## src/rtl/pipe_add_pkg.sv

```systemverilog
// Shared definitions for the pipelined adder-subtractor: mode encodings and
// the per-stage carry-chunk width helper.
package pipe_add_pkg;

  localparam logic MODE_ADD = 1'b0;
  localparam logic MODE_SUB = 1'b1;
  localparam logic MODE_UNS = 1'b0;
  localparam logic MODE_SGN = 1'b1;

  function automatic int chunk_width(input int width, input int stages);
    return width / stages;
  endfunction

endpackage

```

## src/rtl/cla_chunk.sv

```systemverilog
// N-bit carry-lookahead adder: each carry is a flat sum of products of the
// generate/propagate terms, so no carry ripples inside a chunk.
module cla_chunk #(
  parameter int N = 4
) (
  input  logic [N-1:0] a,
  input  logic [N-1:0] b,
  input  logic         cin,
  output logic [N-1:0] sum,
  output logic         cout
);

  logic [N-1:0] g;
  logic [N-1:0] p;
  logic [N:0]   c;
  logic         acc;
  logic         term;

  assign g = a & b;
  assign p = a ^ b;

  always_comb begin
    c    = '0;
    acc  = 1'b0;
    term = 1'b0;
    c[0] = cin;
    for (int i = 0; i < N; i++) begin
      // c[i+1] = p[i:0]&cin | OR_j (g[j] & p[i:j+1])
      acc = cin;
      for (int m = 0; m <= i; m++) acc = acc & p[m];
      for (int j = 0; j <= i; j++) begin
        term = g[j];
        for (int m = j + 1; m <= i; m++) term = term & p[m];
        acc = acc | term;
      end
      c[i+1] = acc;
    end
  end

  assign sum  = p ^ c[N-1:0];
  assign cout = c[N];

endmodule

```

## src/rtl/pipe_add_tc.sv

```systemverilog
// Pipelined signed/unsigned adder-subtractor: one input register, then one
// register stage per carry chunk; operands rotate right so the next chunk is always at bit 0.
module pipe_add_tc
  import pipe_add_pkg::*;
#(
  parameter int WIDTH  = 16,
  parameter int STAGES = 4
) (
  input  logic             clk,
  input  logic             rst_n,
  input  logic             in_valid,
  output logic             in_ready,
  input  logic [WIDTH-1:0] a,
  input  logic [WIDTH-1:0] b,
  input  logic             cin,
  input  logic             sub,
  input  logic             sgn,
  output logic             out_valid,
  input  logic             out_ready,
  output logic [WIDTH:0]   sum,
  output logic             ovf
);

  localparam int CHUNK = chunk_width(WIDTH, STAGES);
  localparam int LAST  = STAGES - 1;

  // Handshake: a beat moves on an edge where valid && ready. The whole pipe
  // advances only when the output slot is empty or being drained (en), so
  // in_ready is that same enable and backpressure freezes every stage.
  logic en;
  assign en       = !out_valid || out_ready;
  assign in_ready = en;

  // r_*[k] is the state entering stage k; r_*[0] is the captured, extended beat.
  logic [WIDTH-1:0] r_a   [STAGES];
  logic [WIDTH-1:0] r_b   [STAGES];
  logic             r_c   [STAGES];
  logic             r_ax  [STAGES];
  logic             r_bx  [STAGES];
  logic             r_sgn [STAGES];
  logic             r_v   [STAGES];

  logic [CHUNK-1:0] cs [STAGES];
  logic             co [STAGES];

  logic top_bit;
  logic ovf_next;

  function automatic logic [WIDTH-1:0] rotate_in(input logic [WIDTH-1:0] x,
                                                 input logic [CHUNK-1:0] s);
    return (x >> CHUNK) | (WIDTH'(s) << (WIDTH - CHUNK));
  endfunction

  for (genvar k = 0; k < STAGES; k++) begin : g_stage
    cla_chunk #(.N(CHUNK)) u_cla (
      .a    (r_a[k][CHUNK-1:0]),
      .b    (r_b[k][CHUNK-1:0]),
      .cin  (r_c[k]),
      .sum  (cs[k]),
      .cout (co[k])
    );
  end

  // Extension bit is folded into the last stage together with its chunk carry.
  always_comb begin
    top_bit  = r_ax[LAST] ^ r_bx[LAST] ^ co[LAST];
    ovf_next = (r_sgn[LAST] == MODE_SGN) ? (top_bit ^ cs[LAST][CHUNK-1]) : top_bit;
  end

  always_ff @(posedge clk or negedge rst_n) begin
    if (!rst_n) begin
      for (int k = 0; k < STAGES; k++) begin
        r_a[k]   <= '0;
        r_b[k]   <= '0;
        r_c[k]   <= 1'b0;
        r_ax[k]  <= 1'b0;
        r_bx[k]  <= 1'b0;
        r_sgn[k] <= 1'b0;
        r_v[k]   <= 1'b0;
      end
      out_valid <= 1'b0;
      sum       <= '0;
      ovf       <= 1'b0;
    end else if (en) begin
      r_a[0]   <= a;
      r_b[0]   <= (sub == MODE_SUB) ? ~b : b;
      r_c[0]   <= (sub == MODE_ADD) ? cin : 1'b1;
      r_ax[0]  <= (sgn == MODE_UNS) ? 1'b0 : a[WIDTH-1];
      r_bx[0]  <= ((sgn == MODE_UNS) ? 1'b0 : b[WIDTH-1]) ^ (sub == MODE_SUB);
      r_sgn[0] <= sgn;
      r_v[0]   <= in_valid;
      for (int k = 0; k < STAGES - 1; k++) begin
        r_a[k+1]   <= rotate_in(r_a[k], cs[k]);
        r_b[k+1]   <= r_b[k] >> CHUNK;
        r_c[k+1]   <= co[k];
        r_ax[k+1]  <= r_ax[k];
        r_bx[k+1]  <= r_bx[k];
        r_sgn[k+1] <= r_sgn[k];
        r_v[k+1]   <= r_v[k];
      end
      out_valid <= r_v[LAST];
      if (r_v[LAST]) begin
        sum <= {top_bit, rotate_in(r_a[LAST], cs[LAST])};
        ovf <= ovf_next;
      end
    end
  end

endmodule

```

## config.mk

```make
export PLATFORM = sky130hd
export DESIGN_NAME = pipe_add_tc
export DESIGN_NICKNAME = d
export VERILOG_FILES = /design/src/rtl/pipe_add_pkg.sv /design/src/rtl/cla_chunk.sv /design/src/rtl/pipe_add_tc.sv
export SDC_FILE = /design/constraint.sdc
export NUM_CORES = 1
export LEC_CHECK = 0
export CAP_MARGIN = 20
export CORE_ASPECT_RATIO = 1.1
export CORE_MARGIN = 3
export CORE_UTILIZATION = 45
export CTS_BUF_LIST = sky130_fd_sc_hd__clkbuf_8
export DETAILED_ROUTE_END_ITERATION = 10
export DONT_BUFFER_PORTS = 1
export GPL_TIMING_DRIVEN = 0
export PLACE_DENSITY = 0.68
export SYNTH_ARGS = -nofsm -noshare
export SYNTH_HDL_FRONTEND = slang
export SYNTH_SLANG_ARGS = --single-unit
export TNS_END_PERCENT = 50
```

## constraint.sdc

```tcl
create_clock -name clk -period 5.6 [get_ports clk]
set_input_delay 0.56 -clock clk [delete_from_list [all_inputs] [get_ports clk]]
set_output_delay 0.56 -clock clk [all_outputs]
set_load 0.005 [all_outputs]
```

==> results of run 1 <==
## metrics by stage
| stage | area (µm²) | hold WS, ns |
|---|---|---|
| final | 6620 | 0.0726 |
| after floorplan | 6040 | 0.264 |
| after global placement | 6230 | 0.269 |
| after detailed placement | 6230 | 0.269 |
| after CTS | 6620 | 0.139 |
| after global routing | 6620 | 0.155 |
## sequential cells by signal, indices dropped and copies added, names as in the netlist
register	count
ovf	1
out_valid	1
r_a	64
sum	17
r_b	40
r_c	4
r_v	4
r_sgn	4
r_ax	4
r_bx	4
## layout make-up
cell class	count	area, µm²	area share, %
Buffer	31	145	2.19
Sequential cell	143	3580	54.1
Clock buffer	21	289	4.37
Timing Repair Buffer	1	27.5	0.416
Tap cell	157	196	2.97
Clock inverter	8	66.3	1.00
Inverter	4	15.0	0.227
Multi-Input combinational cell	446	2300	34.7
## layer usage
metal | part of all wire (%) | global-route usage [%]
met1 | 45 | 22.8
met2 | 49 | 28.3
met3 | 4.8 | 5.92
met4 | 1.8 | 6.42
met5 | 0 | 0
## worst max-delay path: stages, from the launching register on
cell and delay [ns]:
dfrtp_1 0.39, nor2b_1 0.19, inv_2 0.16, clkbuf_1 0.50
## cell usage in the layout, fill, tap and decap left out, drive strengths merged, types with 4 or more instances in the layout
cell type,n
o21ai,28
clkinv,5
a21oi,9
fa,4
ha,20
nand2,308
clkbuf,40
dfrtp,143
buf,13
mux2,14
o21a,7
nor2,12
xnor2,19
inv,5
xor2,6
or3,5
## cell families after synthesis
| group | Yosys count | share of synthesized area [%] |
|---|---|---|
| compound gates | 51 | 5.06 |
| xor+xnor | 25 | 3.75 |
| fa+ha+maj | 24 | 5.47 |
| buf+inv | 35 | 2.65 |
| flops | 143 | 59.3 |
| mux | 14 | 2.61 |
| simple gates | 332 | 21.2 |
## final timing paths
path	startpoint	to	slack, ns
max in group asynchronous	rst_n	r_a[54]$_DFFE_PN0N_	4.95
setup / recovery	out_valid$_DFFE_PN0N_	in_ready	3.38
min in group clk	a[2]	r_a[50]$_DFFE_PN0N_	0.24
hold reg to reg	r_b[43]$_DFFE_PN0N_	r_b[43]$_DFFE_PN0N_	0.47
setup reg to reg	r_b[0]$_DFFE_PN0N_	ovf$_DFFE_PN0P_	3.67
hold / removal	rst_n	r_bx[2]$_DFFE_PN0N_	0.07
## where the power goes
| group | internal [mW] | leakage (nW) | switching (mW) |
|---|---|---|---|
| registers | 1.49 | 1.73 | 0.298 |
| logic | 0.533 | 1.44 | 0.688 |
| clock network | 0.385 | 0.190 | 0.350 |
==> impl_metrics.toml, run 1 <==
[run_status]
outcome = "finished, final reports clean"

[power_and_ir_drop]
power.leakage_nw = 3.36
powerDensity_nw_per_um2 = 567
peakVddDrop_v = 0.000201
total_power_mw = 3.75

[critical_path]
worstSetupStartpointType = "register"
cp.arrival_ns = 1.66
critPathRequiredTime_ns = 5.04
worst-path-max-fanout = 10
worst-r2r-cell-count = 7
crit_type = "reg2out"
end_kind = "output port"

[sta]
max_freq_mhz = 450
finalSetupTns_ns = 0
slew_headroom_pct = 51.7
clock-skew-final_ns = 0.00584
rsz0062_at_grt = "false"
hold_violations = 0
period_needed_ns = 2.22
setup_violations = 0
slew_violations = 0
layout_worst_path_cycle_share_pct = 39.7
finalWorstSetupSlack_ns = 3.38
worstMarginPinSlew_ns = 0.724

[cts]
cts.sinks = 143
cts_root_buf = "clkbuf_8"
htreeDepth = 4
post-cts-setup-buffers = 0
numCtsBuffers = 17
ctsHoldBuffers = 1
clk_latency_ns = 0.43
clock_path_buffers = 2
cts_resized = 0
cts.clk_slew.worst_paths_ns = 0.07
cts_tree = "done"

[yosys]
netlist_instances = 624
synthFlopType = "dfrtp_1"
yosysTopAreaCell = "dfrtp_1"
synth_top_area_share_pct = 59.3
yosys-top-cells-area = "dfrtp_1 59%, nand2_1 19%, ha_1 4.1%"
yosys.cell_types.count = 31
synthMostInstantiatedCell = "nand2_1"
ys_ff_latch = 143
synthArstFlopShare_pct = 100
ys_seq_area_share_pct = 59.3
synth-edff-count = 0
syn_area_per_cell_um2 = 9.67
syn_area_um2 = 6040
synthTopCellsByCount = "308 x nand2_1, 143 x dfrtp_1, 28 x o21ai_0"
synth_nets = 687
ys_warn_count = 0

[place]
hpwl_um = 8630
port_buffers = 0
place_worst_setup_slack_ns = 3.58
gp_congestion = 0.795
dp_cells = 781

[cells_and_area]
fill_cells = 1203
utilization_pct = 51.4
final-instance-count-excl-fill = 811
diodes = 0
area_delta_synth_final_pct = 9.60
num-nets-final = 707
drive_gt1_share_pct = 9.17

[detailed_routing]
num_vias = 4022
wirelength_um = 11800
initialDrtViolationCount = 234
ant_nets = 0
post_drt_wl_per_cell_um = 14.6
vias_per_cell = 4.96
drtPass1Iterations = 4
drc = 0

[floorplanning]
core_um2 = 12900
initial_core_util_pct = 46.9
rows = 43
die-area_um2 = 14800
die_height_um = 127
ios = 59
die_x_um = 116

[grt]
grt_pass1_vias = 4193
overflow = 0
grt_pass1_wl_um = 20500
grt_max_degree = 144
antenna_found_initial = 0
grt_usage_pct = 17.8

[run]
maxCapViolCount = 0

[worst_hold_path]
hold_class = "in2async"
No activity file was read; power rests on OpenSTA's default activity.
==> run 2: changes to the inputs <==
--- a/config.mk
+++ b/config.mk
@@ -13,7 +13,7 @@
 export DETAILED_ROUTE_END_ITERATION = 10
 export DONT_BUFFER_PORTS = 1
 export GPL_TIMING_DRIVEN = 0
-export PLACE_DENSITY = 0.68
+export PLACE_DENSITY = 0.7
 export SYNTH_ARGS = -nofsm -noshare
 export SYNTH_HDL_FRONTEND = slang
 export SYNTH_SLANG_ARGS = --single-unit
==> constraint.sdc (replaced) <==
create_clock -name clk -period 1.9 [get_ports clk]
set_input_delay 0.19 -clock clk [delete_from_list [all_inputs] [get_ports clk]]
set_output_delay 0.19 -clock clk [all_outputs]
set_load 0.005 [all_outputs]
==> run 2 against run 1 <==
Effect of this change:
- the flow now finishes with violations (hold timing, setup timing)
- flip-flop and latch count unchanged
- first-iteration DRC count rose by 14%
- via count is 5.0% higher
- cell count rose by 5.5%
- clock skew is 0.0031 ns higher
- die area unchanged
- final area up 7.3%
- critical path type is now reg2reg
- largest power group unchanged
- highest routed layer unchanged
==> impl_metrics.toml, run 2 (synthesis gave the netlist of run 1 again) <==
[run_status]
outcome = "complete, but fails checks"
violations = "hold timing, setup timing"

[floorplanning]
initial_core_util_pct = 46.9
die_height_um = 127
rows = 43
die-area_um2 = 14800
die_x_um = 116
core_um2 = 12900
ios = 59

[cts]
cts.sinks = 143
cts_tree = "done"
numCtsBuffers = 17
clock_path_buffers = 2
htreeDepth = 4
cts.clk_slew.worst_paths_ns = 0.08
clk_latency_ns = 0.44
cts_root_buf = "clkbuf_8"
ctsHoldBuffers = 35

[cells_and_area]
layout_commonest_cell = "nand2_1"
largest_reg_flops = 64
fin_area_um2 = 7100
area_delta_synth_final_pct = 17.6
final-instance-count-excl-fill = 856
regMostFlops = "r_a"
multi_input_area_um2 = 2300
fill_cells = 1069
layout_common_cells = "308 x nand2_1, 143 x dfrtp_1, 35 x dlygate4sd3_1"
diodes = 0
drive_gt1_share_pct = 10.4
num-nets-final = 749
regArea_um2 = 3580
reg_top3 = "r_a: 64 flops, r_b: 40 flops, sum: 17 flops"

[power_and_ir_drop]
peakVddDrop_v = 0.000603
powerDensity_nw_per_um2 = 1650
p_int_mw = 7.62
power.share.clock_pct = 22.5
seqPwrFrac_pct = 45.0
p_comb_share_pct = 32.5
power_switching_mw = 4.10
power_switching_share_pct = 35.0
total_power_mw = 11.7
power.leakage_nw = 3.55

[sta]
setup_violations = 1
rsz0062_at_grt = "true"
clock-skew-final_ns = 0.00893
layout_worst_path_cycle_share_pct = 100
max_freq_mhz = 524
slew_headroom_pct = 58.4
worstMarginPinSlew_ns = 0.624
whs_ns = -0.556
period_needed_ns = 1.91
hold_violations = 143
slew_violations = 0
finalWorstSetupSlack_ns = -0.00715

[detailed_routing]
ant_nets = 0
post_drt_wl_per_cell_um = 14.6
drtPass1Iterations = 4
initialDrtViolationCount = 267
vias_per_cell = 4.94
drc = 0
wirelength_um = 12500
num_vias = 4225

[critical_path]
slowest_delay_ns = 0.40
cp_common_cell = "o21a_1"
worstSetupStartpointType = "register"
crit_type = "reg2reg"
cp.depth = 7
end_kind = "register"
worst-r2r-cell-count = 7
path_delay_family = "adder cells"
critPathBufInv = 0
critPathRequiredTime_ns = 2.22
crit_slowest_cell = "dfrtp_1"
worst-path-max-fanout = 3
crit_chain = "ha_1 > ha_2 > o21a_1 > o21a_1 > or3_1 > nand2_1 > a21oi_1"
cp.arrival_ns = 2.23

[grt]
grt_usage_pct = 18.1
antenna_found_initial = 0
grt_max_degree = 144
grt_pass1_wl_um = 20900
overflow = 0
grt_pass1_vias = 4278

[place]
port_buffers = 0
placed_area_um2 = 6230
dp_cells = 781
gp_congestion = 0.828
hpwl_um = 8640

[run]
maxCapViolCount = 0

[worst_hold_path]
hold_class = "in2async"
## run 2: changes by cell type in the layout (fill, tap and decap cells not counted), moves of 2 or more
cell | previous run | this run
dlygate4sd3_1 | 0 | 35
buf_4 | 2 | 10
clkinv_2 | 5 | 0
clkinvlp_4 | 1 | 6
bufinv_16 | 1 | 4
clkbuf_8 | 22 | 20
ha_1 | 20 | 18
ha_2 | 0 | 2
inv_6 | 0 | 2
## run 2: final cells by class
class,count,area share (%)
Sequential cell,143,50.4
Inverter,4,0.212
Multi-Input combinational cell,446,32.4
Buffer,31,2.06
Clock buffer,19,3.68
Clock inverter,13,2.63
Tap cell,157,2.77
Timing Repair Buffer,43,5.78
## run 2: timing repair
action | 4_1_cts | 5_1_grt
endpoints found under the setup margin | 3 | 4
pin swaps | 3 | 8
setup buffers | 4 | 4
gates resized for setup | 2 | 1
hold endpoints to repair | 179 | 143
## run 2: routing by layer
| metal | up-vias | GRT usage [%] | wire [µm] |
|---|---|---|---|
| met5 | - | 0 | 0 |
| met4 | 0 | 4.98 | 156 |
| met3 | 13 | 5.12 | 690 |
| met2 | 100 | 30.5 | 6330 |
| met1 | 2012 | 22.9 | 5320 |
| li1 | 2100 | - | - |
## run 2: worst paths after layout
path	from	end	slack, ns
max	r_b[32]$_DFFE_PN0N_	r_a[31]$_DFFE_PN0N_	-0.007
min	rst_n	r_v[0]$_DFFE_PN0N_	-0.56
max reg2reg	r_b[32]$_DFFE_PN0N_	r_a[31]$_DFFE_PN0N_	-0.007
min reg2reg	r_a[10]$_DFFE_PN0N_	r_a[10]$_DFFE_PN0N_	0.47
max in group asynchronous	rst_n	r_a[34]$_DFFE_PN0N_	2.24
min in group clk	b[15]	r_bx[3]$_DFFE_PN0N_	0.02
## run 2: worst register-to-register path, delay by kind of cell, from the launching register on
family | cells | cell delay [ns]
fa+ha+maj | 2 | 0.51
compound gates | 3 | 0.47
simple gates | 2 | 0.41
flops | 1 | 0.40
## run 2: power by group through the flow
stage / clock [mW] / sequential [mW] / combinational (mW)
2_1_floorplan: 0 / 5.04 / 2.86
3_3_place_gp: 0 / 5.29 / 3.38
3_5_place_dp: 0 / 5.36 / 3.58
4_1_cts: 2.69 / 5.28 / 3.75
5_1_grt: 2.85 / 5.44 / 4.37
6_report: 2.64 / 5.27 / 3.81
## run 2: per-stage QoR
step	worst slack, ns	setup TNS (ns)	hold WS, ns	utilization [%]
3_5_place_dp	-0.0883	-0.144	-0.0998	48.5
2_1_floorplan	0.0741	0	-0.106	-
3_3_place_gp	0.0101	0	-0.0999	48.5
4_1_cts	0.000430	0	-0.588	54.9
5_1_grt	-0.0295	-0.0831	-0.603	55.2
6_report	-0.00715	-0.00715	-0.556	55.2
